$ cat src/rtl/clock_set_ctrl_if.sv
// Front-panel bundle between board buttons and the CLOCK set inputs.
// The master side drives the raw buttons; the slave (controller) drives strobes and mode.
interface clock_set_ctrl_if;
  logic       btn_mode;
  logic       btn_up;
  logic       set_hr;
  logic       set_min;
  logic       set_AMPM;
  logic [1:0] mode;
  logic       setting;

  modport master (
    output btn_mode, btn_up,
    input  set_hr, set_min, set_AMPM, mode, setting
  );

  modport slave (
    input  btn_mode, btn_up,
    output set_hr, set_min, set_AMPM, mode, setting
  );
endinterface

$ cat src/rtl/clock_set_ctrl.sv
// Field-select controller: synchronizes MODE/UP, walks RUN->HR->MIN->AMPM,
// emits one-cycle set strobes with auto-repeat and an idle timeout back to RUN.
module clock_set_ctrl #(
  parameter int REPEAT_DELAY  = 500,
  parameter int REPEAT_PERIOD = 100,
  parameter int TIMEOUT       = 10000
) (
  input logic             clk,
  input logic             rst,
  clock_set_ctrl_if.slave pnl
);

  typedef enum logic [1:0] {
    RUN      = 2'd0,
    SET_HR   = 2'd1,
    SET_MIN  = 2'd2,
    SET_AMPM = 2'd3
  } state_e;

  localparam int REP_MAXV = (REPEAT_DELAY > REPEAT_PERIOD) ? REPEAT_DELAY : REPEAT_PERIOD;
  localparam int REP_W    = $clog2(REP_MAXV + 1);
  localparam int TO_W     = $clog2(TIMEOUT + 1);

  localparam logic [REP_W-1:0] DLY_M1  = REP_W'(REPEAT_DELAY - 1);
  localparam logic [REP_W-1:0] PER_M1  = REP_W'(REPEAT_PERIOD - 1);
  localparam logic [REP_W-1:0] REP_MAX = {REP_W{1'b1}};
  localparam logic [TO_W-1:0]  TO_M1   = TO_W'(TIMEOUT - 1);
  localparam logic [TO_W-1:0]  TO_MAX  = {TO_W{1'b1}};

  // Synchronizer and previous-level flops reset high so a held button is not a press.
  logic mode_s1_q, mode_s2_q, mode_prev_q;
  logic up_s1_q, up_s2_q, up_prev_q;

  state_e           state_q, state_d;
  logic             rep_on_q, rep_on_d;
  logic             rep_slow_q, rep_slow_d;
  logic [REP_W-1:0] rep_cnt_q, rep_cnt_d;
  logic [TO_W-1:0]  to_cnt_q, to_cnt_d;
  logic             hr_q, min_q, ampm_q;
  logic             hr_d, min_d, ampm_d;
  logic             fire;
  logic             mode_edge, up_edge;

  assign mode_edge = mode_s2_q & ~mode_prev_q;
  assign up_edge   = up_s2_q & ~up_prev_q;

  always_ff @(posedge clk or posedge rst) begin
    if (rst) begin
      mode_s1_q   <= 1'b1;
      mode_s2_q   <= 1'b1;
      mode_prev_q <= 1'b1;
      up_s1_q     <= 1'b1;
      up_s2_q     <= 1'b1;
      up_prev_q   <= 1'b1;
    end else begin
      mode_s1_q   <= pnl.btn_mode;
      mode_s2_q   <= mode_s1_q;
      mode_prev_q <= mode_s2_q;
      up_s1_q     <= pnl.btn_up;
      up_s2_q     <= up_s1_q;
      up_prev_q   <= up_s2_q;
    end
  end

  always_comb begin
    state_d    = state_q;
    rep_on_d   = rep_on_q;
    rep_slow_d = rep_slow_q;
    rep_cnt_d  = rep_cnt_q;
    to_cnt_d   = '0;
    fire       = 1'b0;
    if (state_q != RUN)
      to_cnt_d = (to_cnt_q == TO_MAX) ? to_cnt_q : to_cnt_q + 1'b1;
    if (rep_on_q && rep_cnt_q != REP_MAX)
      rep_cnt_d = rep_cnt_q + 1'b1;

    // Priority: MODE edge, RUN idle, UP edge, timeout, repeat release, repeat fire.
    if (mode_edge) begin
      case (state_q)
        RUN:     state_d = SET_HR;
        SET_HR:  state_d = SET_MIN;
        SET_MIN: state_d = SET_AMPM;
        default: state_d = RUN;
      endcase
      rep_on_d   = 1'b0;
      rep_slow_d = 1'b0;
      rep_cnt_d  = '0;
      to_cnt_d   = '0;
    end else if (state_q == RUN) begin
      rep_on_d   = 1'b0;
      rep_slow_d = 1'b0;
      rep_cnt_d  = '0;
    end else if (up_edge) begin
      fire       = 1'b1;
      rep_on_d   = (state_q != SET_AMPM);
      rep_slow_d = 1'b0;
      rep_cnt_d  = '0;
      to_cnt_d   = '0;
    end else if (to_cnt_q == TO_M1) begin
      state_d    = RUN;
      rep_on_d   = 1'b0;
      rep_slow_d = 1'b0;
      rep_cnt_d  = '0;
      to_cnt_d   = '0;
    end else if (rep_on_q && !up_s2_q) begin
      rep_on_d   = 1'b0;
      rep_slow_d = 1'b0;
      rep_cnt_d  = '0;
    end else if (rep_on_q && rep_cnt_q == (rep_slow_q ? PER_M1 : DLY_M1)) begin
      fire       = 1'b1;
      rep_slow_d = 1'b1;
      rep_cnt_d  = '0;
      to_cnt_d   = '0;
    end
  end

  assign hr_d   = fire && (state_q == SET_HR);
  assign min_d  = fire && (state_q == SET_MIN);
  assign ampm_d = fire && (state_q == SET_AMPM);

  always_ff @(posedge clk or posedge rst) begin
    if (rst) begin
      state_q    <= RUN;
      rep_on_q   <= 1'b0;
      rep_slow_q <= 1'b0;
      rep_cnt_q  <= '0;
      to_cnt_q   <= '0;
      hr_q       <= 1'b0;
      min_q      <= 1'b0;
      ampm_q     <= 1'b0;
    end else begin
      state_q    <= state_d;
      rep_on_q   <= rep_on_d;
      rep_slow_q <= rep_slow_d;
      rep_cnt_q  <= rep_cnt_d;
      to_cnt_q   <= to_cnt_d;
      hr_q       <= hr_d;
      min_q      <= min_d;
      ampm_q     <= ampm_d;
    end
  end

  assign pnl.set_hr   = hr_q;
  assign pnl.set_min  = min_q;
  assign pnl.set_AMPM = ampm_q;
  assign pnl.mode     = state_q;
  assign pnl.setting  = (state_q != RUN);

endmodule

$ cat src/flat_wrapper.sv
// flat-port wrapper written by rule: the top's interface ports become plain ports
module clock_set_ctrl_flat 
#(
  parameter int REPEAT_DELAY  = 500,
  parameter int REPEAT_PERIOD = 100,
  parameter int TIMEOUT       = 10000
)
  (clk, rst, pnl_btn_mode, pnl_btn_up, pnl_set_hr, pnl_set_min, pnl_set_AMPM, pnl_mode, pnl_setting);
  clock_set_ctrl_if pnl_i ();
  input logic clk;
  input logic rst;
  input wire logic [$bits(pnl_i.btn_mode)-1:0] pnl_btn_mode;
  input wire logic [$bits(pnl_i.btn_up)-1:0] pnl_btn_up;
  output wire logic [$bits(pnl_i.set_hr)-1:0] pnl_set_hr;
  output wire logic [$bits(pnl_i.set_min)-1:0] pnl_set_min;
  output wire logic [$bits(pnl_i.set_AMPM)-1:0] pnl_set_AMPM;
  output wire logic [$bits(pnl_i.mode)-1:0] pnl_mode;
  output wire logic [$bits(pnl_i.setting)-1:0] pnl_setting;
  assign pnl_i.btn_mode = pnl_btn_mode;
  assign pnl_i.btn_up = pnl_btn_up;
  assign pnl_set_hr = pnl_i.set_hr;
  assign pnl_set_min = pnl_i.set_min;
  assign pnl_set_AMPM = pnl_i.set_AMPM;
  assign pnl_mode = pnl_i.mode;
  assign pnl_setting = pnl_i.setting;
  clock_set_ctrl #(.REPEAT_DELAY(REPEAT_DELAY), .REPEAT_PERIOD(REPEAT_PERIOD), .TIMEOUT(TIMEOUT)) u_core (.clk(clk), .rst(rst), .pnl(pnl_i));
endmodule
$ cat config.mk
export PLATFORM = sky130hd
export DESIGN_NAME = clock_set_ctrl_flat
export DESIGN_NICKNAME = d
export VERILOG_FILES = /design/src/rtl/clock_set_ctrl_if.sv /design/src/rtl/clock_set_ctrl.sv /design/src/flat_wrapper.sv
export SDC_FILE = /design/constraint.sdc
export NUM_CORES = 1
export LEC_CHECK = 0
export ABC_AREA = 1
export BUFFER_PORTS_ARGS = -buffer_cell sky130_fd_sc_hd__buf_2
export CAP_MARGIN = 20
export CELL_PAD_IN_SITES_DETAIL_PLACEMENT = 2
export CELL_PAD_IN_SITES_GLOBAL_PLACEMENT = 2
export CORE_ASPECT_RATIO = 1.5
export CORE_UTILIZATION = 36
export CTS_CLUSTER_SIZE = 30
export DETAILED_ROUTE_END_ITERATION = 7
export PLACE_DENSITY_LB_ADDON = 0.25
export SETUP_SLACK_MARGIN = 0.3
export SLEW_MARGIN = 30
export SYNTH_ARGS = -nofsm -noshare
export SYNTH_HDL_FRONTEND = slang
export SYNTH_SLANG_ARGS = --single-unit
$ cat constraint.sdc
create_clock -name clk -period 1.9 [get_ports clk]
set_input_delay 0.19 -clock clk [delete_from_list [all_inputs] [get_ports clk]]
set_output_delay 0.19 -clock clk [all_outputs]
set_load 0.05 [all_outputs]
Yosys cells after proc, flatten, opt, wreduce, memory -nomap -nowiden
Cells that the tools add are included.
{"block": "op_classes", "eq_ne": 10, "mux": 38, "bitwise": 4, "n_reduce_logical": 14, "add_sub_neg": 2}
{"op": "14-bit two-way mux", "count": 8}
{"op": "9-bit two-way mux", "count": 8}
{"op": "14-bit equality test (second input constant)", "count": 2}
{"op": "1-bit two-way mux", "count": 17}
{"op": "14-bit by 1-bit adder with 14-bit output (second input constant)", "count": 1}
{"op": "9-bit by 1-bit adder with 9-bit output (second input constant)", "count": 1}
{"op": "9-bit equality test", "count": 1}
{"op": "9-bit inequality test (second input constant)", "count": 1}
{"op": "2-bit two-way mux", "count": 4}
{"op": "7-bit nonzero test", "count": 1}
{"op": "1-bit logical AND", "count": 6}
{"op": "2-bit case mux with 3 select lines", "count": 1}
{"op": "6-bit nonzero test", "count": 1}
{"op": "5-bit nonzero test", "count": 1}
{"op": "2-bit equality test (second input constant)", "count": 2}
{"op": "2-bit by 1-bit inequality test with 1-bit output (second input constant)", "count": 2}
{"op": "2-bit nonzero test", "count": 2}
{"op": "3-bit AND reduction", "count": 1}
{"op": "1-bit bitwise AND", "count": 2}
{"op": "2-bit by 1-bit equality test with 1-bit output (second input constant)", "count": 1}
{"op": "2-bit logical NOT", "count": 1}
{"op": "2-bit inequality test (second input constant)", "count": 1}
{"op": "1-bit NOT", "count": 2}
{"op": "1-bit logical NOT", "count": 1}
{"block": "totals", "inputBits": 4, "regBits": 36}

Longest topological paths before layout
Gate-level depths: netlist of run 1.
{"block": "depth", "word_depth": 10, "ltp_mapped": 12}

Worst setup path before layout of run 1
OpenSTA, ideal clock, no wires.
{"block": "synth_path", "path_kind": "reg2reg", "from": "register u_core.state_q[0], in the netlist u_core.pnl.mode[0]", "to": "register u_core.to_cnt_q[11]", "setup_slack_ps": 53, "required_ps": 1829, "arrival_ps": 1776, "stages_incl_launch_ff": 9, "cell_sequence": "dfrtp_1 -> inv_1 -> ha_1 -> nor2_1 -> nand2_1 -> nor2_1 -> buf_2 -> nand3_1 -> nor2_1"}
{"block": "synth_between", "elab_chain_len": 8, "word_cells_on_any_way": 9, "classes_between": "mux: 7; reduce/logical: 2"}
{"item": "start, declared", "line": "clock_set_ctrl.sv:34", "rtl": "state_e state_q, state_d;"}
{"item": "start signal, assigned", "line": "clock_set_ctrl.sv:132", "rtl": "state_q <= state_d;"}
{"item": "2-bit nonzero test", "line": "clock_set_ctrl.sv:72", "rtl": "if (state_q != RUN)"}
{"item": "14-bit two-way mux", "line": "clock_set_ctrl.sv:72"}
{"item": "14-bit two-way mux", "line": "clock_set_ctrl.sv:109", "rtl": "end else if (rep_on_q && rep_cnt_q == (rep_slow_q ? PER_M1 : DLY_M1)) begin"}
{"item": "14-bit two-way mux", "line": "clock_set_ctrl.sv:105", "rtl": "end else if (rep_on_q && !up_s2_q) begin"}
{"item": "14-bit two-way mux", "line": "clock_set_ctrl.sv:99", "rtl": "end else if (to_cnt_q == TO_M1) begin"}
{"item": "14-bit two-way mux", "line": "clock_set_ctrl.sv:93", "rtl": "end else if (up_edge) begin"}
{"item": "14-bit two-way mux (*)", "line": "clock_set_ctrl.sv:89", "rtl": "end else if (state_q == RUN) begin"}
{"item": "14-bit two-way mux (*)", "line": "clock_set_ctrl.sv:78", "rtl": "if (mode_edge) begin"}
{"item": "net u_core.to_cnt_d[11]", "line": "clock_set_ctrl.sv:38", "rtl": "logic [TO_W-1:0] to_cnt_q, to_cnt_d;"}
{"item": "end signal, assigned", "line": "clock_set_ctrl.sv:136", "rtl": "to_cnt_q <= to_cnt_d;"}
{"item": "end, declared", "line": "clock_set_ctrl.sv:38"}
The timed path passes the listed nets; every way through them passes the cells marked *.
A chain may end at the register's enable or synchronous reset.

Worst setup path in the final report of run 1
{"block": "layout_path", "from": "register u_core.rep_cnt_q[1]", "to": "register u_core.rep_cnt_q[7]"}
{"block": "layout_between", "elab_chain_len": 8, "word_cells_on_any_way": 13, "classes_between": "add/sub: 1; eq/ne: 2; mux: 7; reduce/logical: 3"}
{"item": "start, declared", "line": "clock_set_ctrl.sv:37", "rtl": "logic [REP_W-1:0] rep_cnt_q, rep_cnt_d;"}
{"item": "start signal, assigned", "line": "clock_set_ctrl.sv:135", "rtl": "rep_cnt_q <= rep_cnt_d;"}
{"item": "9-bit by 1-bit adder with 9-bit output or 9-bit equality test (tied branches)", "line": "clock_set_ctrl.sv:75, clock_set_ctrl.sv:109"}
{"item": "9-bit two-way mux or 1-bit logical AND (tied branches)", "line": "clock_set_ctrl.sv:74, clock_set_ctrl.sv:109"}
{"item": "9-bit two-way mux", "line": "clock_set_ctrl.sv:109"}
{"item": "9-bit two-way mux", "line": "clock_set_ctrl.sv:105"}
{"item": "9-bit two-way mux", "line": "clock_set_ctrl.sv:99"}
{"item": "9-bit two-way mux", "line": "clock_set_ctrl.sv:93"}
{"item": "9-bit two-way mux", "line": "clock_set_ctrl.sv:89"}
{"item": "9-bit two-way mux", "line": "clock_set_ctrl.sv:78"}
Parallel ways exist; a longest one is shown, timed or not. The select of a mux whose other input is x is not followed.

==> results.toml, run 1 <==
[global_routing]
grt_usage = 0.261
overflow = 0
grt_max_degree = 26
first_global_vias = 2288
grt_first_pass_wirelength_um = 11600
antenna_found_initial = 0

[synthesis]
yosysTopAreaCell = "dfrtp_1"
synth_area_per_cell_um2 = 7.67
ys_types = 25
ys_ff_latch = 36
synth_fp_nets = 276
syn_inst = 265
synth_area_leaders = "dfrtp_1 (37%), nand2_1 (9.8%), nor2_1 (8.7%)"
yosysSeqAreaShare = 0.447
netlist_area_um2 = 2030
synth_top_area_frac = 0.369
ys.warnings.count = 0

[critical_path]
reg2reg_to = "u_core.rep_cnt_q[7]"
cp_max_fo = 4
crit_path_end_kind = "flop"
cp.arrival_ns = 2.31
critPathLaunchType = "flop"
critical_path.endpoint = "u_core.rep_cnt_q[7]"
critPathKind = "flop to flop"
worst-r2r-cell-count = 12
cp-startpoint = "u_core.rep_cnt_q[1]"
r2r-start = "u_core.rep_cnt_q[1]"
worstPathRequired_ns = 2.10
reg2reg_setup_slack_ns = -0.21

[clock_network]
cts-root-buf = "clkbuf_8"
clock_sinks = 36
cts_tree = "built"
ctsHtreeMaxLevel = 2
clock_path_buffers = 2
cts_made_buffers = 5
path_clk_slew_ns = 0.09
clk-insertion-delay-late_ns = 0.30

[floorplanning]
core-area_um2 = 5450
rows = 33
dieWidth_um = 63.3
io_pins = 10
dieArea_um2 = 5950
start_util = 0.373
die_height_um = 94.0

[timing]
final_max_slew_viol_count = 0
finalSetupViolations = 13
setup_slack_ns = -0.208
min_period_ns = 2.11
timing.final.crit_share = 1.11
tightestPinTransition_ns = 0.600
finClkSkew_ns = 0.0123
finalHoldViolations = 0
slew_headroom = 0.600
rsz0062_at_grt = "yes"
fmax_mhz = 474

[detailed_routing]
finalWirelength_um = 9060
via_count = 2085
via_per_inst = 5.35
drt_pass1_iterations = 4
routedWlPerCell_um = 23.2
ant_nets = 0
drc = 0
drt-initial-drc-count = 58

[finish]
num_antenna_cells = 0
synthToLayoutAreaGrowth_pct = 37.9
final_util = 0.514
fin_cells = 390
nNetsFinal = 330
final_cell_area_um2 = 2800
drive_above_1_share = 0.369
fillCellCount = 595

[place]
placedCellCount = 356
placed_area_um2 = 2300
dpl.hpwl_um = 4330
place.gp.congestion = 0.784
io_buffers = 9

[power_and_ir_drop]
leakagePower_nw = 1.30
peakVddDrop_uv = 370
power_mw = 2.49
p_per_area_nw_per_um2 = 889

[outcome]
violations = "negative setup slack"
status = "finished, violations left"

[min_path]
worstHoldPathType = "input port to flop"
hold_depth = 1

[job]
maxCapViolations = 0
==> power breakdown <==
group	switching, mW	internal (mW)	total (mW)	leakage (nW)
registers	0.0593	0.834	0.894	0.474
clock network	0.305	0.332	0.637	0.0515
logic	0.600	0.360	0.960	0.779
total	0.965	1.53	2.49	1.30
==> area by class of cell <==
cell class                      count  area (µm²)  area share
Multi-Input combinational cell    185        1160       0.413
Sequential cell                    36         911       0.325
Timing Repair Buffer               50         388       0.138
Inverter                           41         160      0.0571
Clock buffer                        8         100      0.0357
Tap cell                           70        87.6      0.0312
==> cells by family after synthesis <==
| group | share of synthesized area |
|---|---|
| xor gates and xnor gates | 0.0216 |
| and+or+nand+nor | 0.368 |
| adders and majority gates | 0.0431 |
| AOI/OAI and AO/OA | 0.0302 |
| DFF | 0.447 |
| buffers and inverters | 0.0899 |
==> critical path: stages (launching register included) <==
cell     delay [ns]
dfrtp_1        0.42
ha_4           0.19
nand3_4        0.09
nor2_4         0.05
nand2_2        0.10
nor3_2         0.05
ha_2           0.21
buf_4          0.14
nor2_4         0.14
nand2_1        0.10
nand2_1        0.14
nand2_1        0.11
nor3_2         0.26
==> sequential cells by signal, indices dropped and copies added, names as in the netlist <==
signal and count:
u_core.to_cnt_q 14, u_core.rep_cnt_q 9, u_core.pnl.mode 2, u_core.mode_prev_q 1
u_core.mode_s1_q 1, u_core.mode_s2_q 1, u_core.pnl.set_AMPM 1, u_core.pnl.set_hr 1
u_core.pnl.set_min 1, u_core.rep_on_q 1, u_core.rep_slow_q 1, u_core.up_prev_q 1
u_core.up_s1_q 1, u_core.up_s2_q 1
==> worst min-delay path by stage <==
stage / from / to / slack [ns]
floorplan: pnl_btn_mode / u_core.mode_s1_q / 0.19
global placement: rst / u_core.rep_cnt_q[2] / 0.26
detailed placement: rst / u_core.rep_cnt_q[4] / 0.26
CTS: pnl_btn_up / u_core.up_s1_q / 0.007
global route: pnl_btn_up / u_core.up_s1_q / -0.006
finish: pnl_btn_up / u_core.up_s1_q / 0.001
==> placed cells by master (no fill, tap or decap), types with 3 or more instances in the layout <==
cell type,instances
nand2_1,43
inv_1,36
nor2_1,35
buf_4,35
dfrtp_1,28
nand3_1,22
nor3_1,12
nor2_2,11
nand2_2,9
nor2_4,8
buf_2,8
clkbuf_8,7
nand2_4,6
dfstp_2,6
nand4_1,5
a21oi_1,5
o21ai_0,4
nor3_2,4
buf_6,4
inv_2,3
xor2_1,3
ha_4,3
ha_1,3
==> synth_stat cells, drive strengths merged <==
cell type,count
nand2,58
nor2,54
inv,41
dfrtp,30
nand3,25
nor3,17
ha,7
dfstp,6
o21ai,6
a21oi,5
nand4,5
buf,4
xor2,4
nand3b,1
o22ai,1
xnor2,1
==> through the flow <==
step	setup TNS [ns]	hold WS [ns]	setup WS, ns
floorplan	0	0.194	0.236
global placement	-0.0401	0.258	-0.0200
detailed placement	-0.418	0.260	-0.0717
CTS	0	0.00674	0.0463
global route	-2.64	-0.00645	-0.272
finish	-1.28	0.00106	-0.208
==> repair_timing <==
item / 4_1_cts / 5_1_grt
resized for setup: 13 / 38
buffers inserted: 16 / 7
endpoints found under the setup margin: 29 / 31
gates cloned: 1 / 0
hold endpoints to repair: 12 / 0
pin swaps: 9 / 16
hold buffers: 2 / 0
==> routing by layer <==
layer	vias to the layer above	global-route usage	routed length, µm
met5	-	0	0
met4	0	0.106	453
met3	32	0.0328	176
met2	47	0.540	5190
met1	1075	0.248	3240
li1	931	-	-
No activity file was read; power rests on OpenSTA's default activity.
==> run 2: changes to the inputs <==
- CAP_MARGIN: 20 -> default
- CORE_UTILIZATION: 36 -> 39
- clock period: 1.9 -> 2.6 ns (I/O delays scaled with it)
==> run 2 against run 1 <==
Effect of this change: critical path depth is 5 lower; global-route usage shrank 2.1 points; clock skew about the same; count of clock-buffer cells in the layout down 1; die area shrank 7.5%; the flow now finishes without violations; first-iteration DRC count is 28% higher; power decreased by 40%; sequential cell count stayed put; clock power decreased by 33%; largest power group is now registers; cell count shrank 11%; utilization fell by 5.8 points; sequential share of layout area up 7.9 points.
==> results.toml, run 2 (same netlist as run 1, synthesis figures left out) <==
[clock_network]
cts_made_buffers = 5
ctsHtreeMaxLevel = 2
cts-root-buf = "clkbuf_8"
cts_tree = "built"
clock_path_buffers = 2
clk-insertion-delay-late_ns = 0.30
path_clk_slew_ns = 0.07
clock_sinks = 36

[timing]
finalHoldViolations = 0
slew_headroom = 0.691
fin_hold_ws_ns = 0.0512
tightestPinTransition_ns = 0.464
rsz0062_at_grt = "no"
finalSetupViolations = 0
timing.final.crit_share = 0.791
fmax_mhz = 486
min_period_ns = 2.06
setup_tns_ns = 0
finClkSkew_ns = 0.0119
final_max_slew_viol_count = 0

[critical_path]
reg2reg_setup_slack_ns = 0.54
crit_path_end_kind = "flop"
cp_cell_sequence = "inv_1 -> ha_1 -> nor2_1 -> nand2_1 -> nor2_4 -> nand2_1 -> nor3_1"
reg2reg_to = "u_core.rep_cnt_q[4]"
slowest_delay_ns = 0.41
cp_slowest_cell = "dfrtp_1"
critPathLaunchType = "flop"
cpMostUsedCell = "nand2_1"
worst-r2r-cell-count = 7
critPathKind = "flop to flop"
r2r-start = "u_core.pnl.mode[0]"
worstPathRequired_ns = 2.80
cp.arrival_ns = 2.26
cp-startpoint = "u_core.pnl.mode[0]"
cp_max_fo = 13
critical_path.endpoint = "u_core.rep_cnt_q[4]"

[power_and_ir_drop]
switching_share = 0.378
leakagePower_nw = 1.04
p_per_area_nw_per_um2 = 663
seqPwrFrac = 0.438
p_comb_frac = 0.276
power_mw = 1.49
p_sw_mw = 0.564
clock_power_share = 0.286
internal_power_mw = 0.926
peakVddDrop_uv = 551

[finish]
fin_cells = 346
nNetsFinal = 290
largest-register = "u_core.to_cnt_q"
drive_above_1_share = 0.143
final_util = 0.456
most-common-layout-cells = "nand2_1 (53), nor2_1 (46), inv_1 (40)"
synthToLayoutAreaGrowth_pct = 10.6
largest_register_ffs = 14
fillCellCount = 612
num_antenna_cells = 0
layout_commonest_cell = "nand2_1"

[place]
placedCellCount = 338
place.gp.congestion = 0.767
io_buffers = 9
dpl.hpwl_um = 4000

[detailed_routing]
via_count = 1759
finalWirelength_um = 5570
ant_nets = 0
routedWlPerCell_um = 16.1
drc = 0
drt_pass1_iterations = 2
via_per_inst = 5.08
drt-initial-drc-count = 74

[job]
maxCapViolations = 0

[floorplanning]
dieWidth_um = 60.9
core-area_um2 = 4930
start_util = 0.412
die_height_um = 90.4
rows = 31
dieArea_um2 = 5510
io_pins = 10

[min_path]
worstHoldPathType = "input port to asynchronous set/reset pin"

[global_routing]
grt_max_degree = 37
first_global_vias = 2040
overflow = 0
grt_usage = 0.240
grt_first_pass_wirelength_um = 9770
antenna_found_initial = 0

[outcome]
status = "completed"
==> run 2: changes by cell type in the layout (fill, tap and decap cells not counted), sizes merged <==
cell,previous run,this run
buf,48,11
clkbuf,8,7
dlygate4sd3,2,0
inv,40,41
nor2,55,54
==> run 2: metrics by stage <==
stage / area [µm²] / worst slack (ns)
finish: 2250 / 0.542
global route: 2250 / 0.324
CTS: 2240 / 0.311
detailed placement: 2150 / 0.0427
global placement: 2150 / 0.259
floorplan: 2030 / 0.753
==> run 2: final cells by class <==
class	count	area [µm²]	area share
clock buffer	7	86.3	0.0384
clock inverter	1	7.51	0.00334
inverter	41	154	0.0685
multi-input combinational	184	948	0.422
sequential	36	908	0.404
tap	66	82.6	0.0367
timing repair buffer	11	60.1	0.0267
==> run 2: layer usage <==
metal | up-vias | track usage | wire (µm)
met5 | - | 0 | 0
met4 | 0 | 0.0890 | 122
met3 | 9 | 0.0458 | 109
met2 | 17 | 0.435 | 3090
met1 | 879 | 0.264 | 2250
li1 | 854 | - | -
==> run 2: worst min-delay path by stage <==
stage                      from                  to  slack [ns]  cells after the start
2_1_floorplan      pnl_btn_mode    u_core.mode_s1_q        0.26                      0
3_3_place_gp     u_core.up_s1_q      u_core.up_s2_q        0.35                      0
3_5_place_dp   u_core.mode_s1_q    u_core.mode_s2_q        0.35                      0
4_1_cts            pnl_btn_mode    u_core.mode_s1_q        0.05                      1
5_1_grt            pnl_btn_mode    u_core.mode_s1_q        0.05                      1
6_report                    rst  u_core.to_cnt_q[1]        0.05                      3
==> run 2: worst max-delay path: cells and delay by family, from the launching register on <==
kind                       cells  cell delay [ns]
and+or+nand+nor                5             1.21
DFF                            1             0.41
adders and majority gates      1             0.24
buffers and inverters          1             0.09
==> run 2: power by group through the flow <==
stage / clock [mW] / combinational, mW / sequential [mW]
floorplan: 0 / 0.235 / 0.712
global placement: 0 / 0.388 / 0.650
detailed placement: 0 / 0.403 / 0.661
CTS: 0.442 / 0.416 / 0.655
global route: 0.457 / 0.453 / 0.661
finish: 0.426 / 0.412 / 0.653
==> run 2: what timing repair did <==
item / in CTS / in global routing
setup buffers: 0 / 0
setup endpoints to repair: 12 / 10
cloned: 0 / 0
resized for setup: 1 / 1
hold buffers: 0 / 0
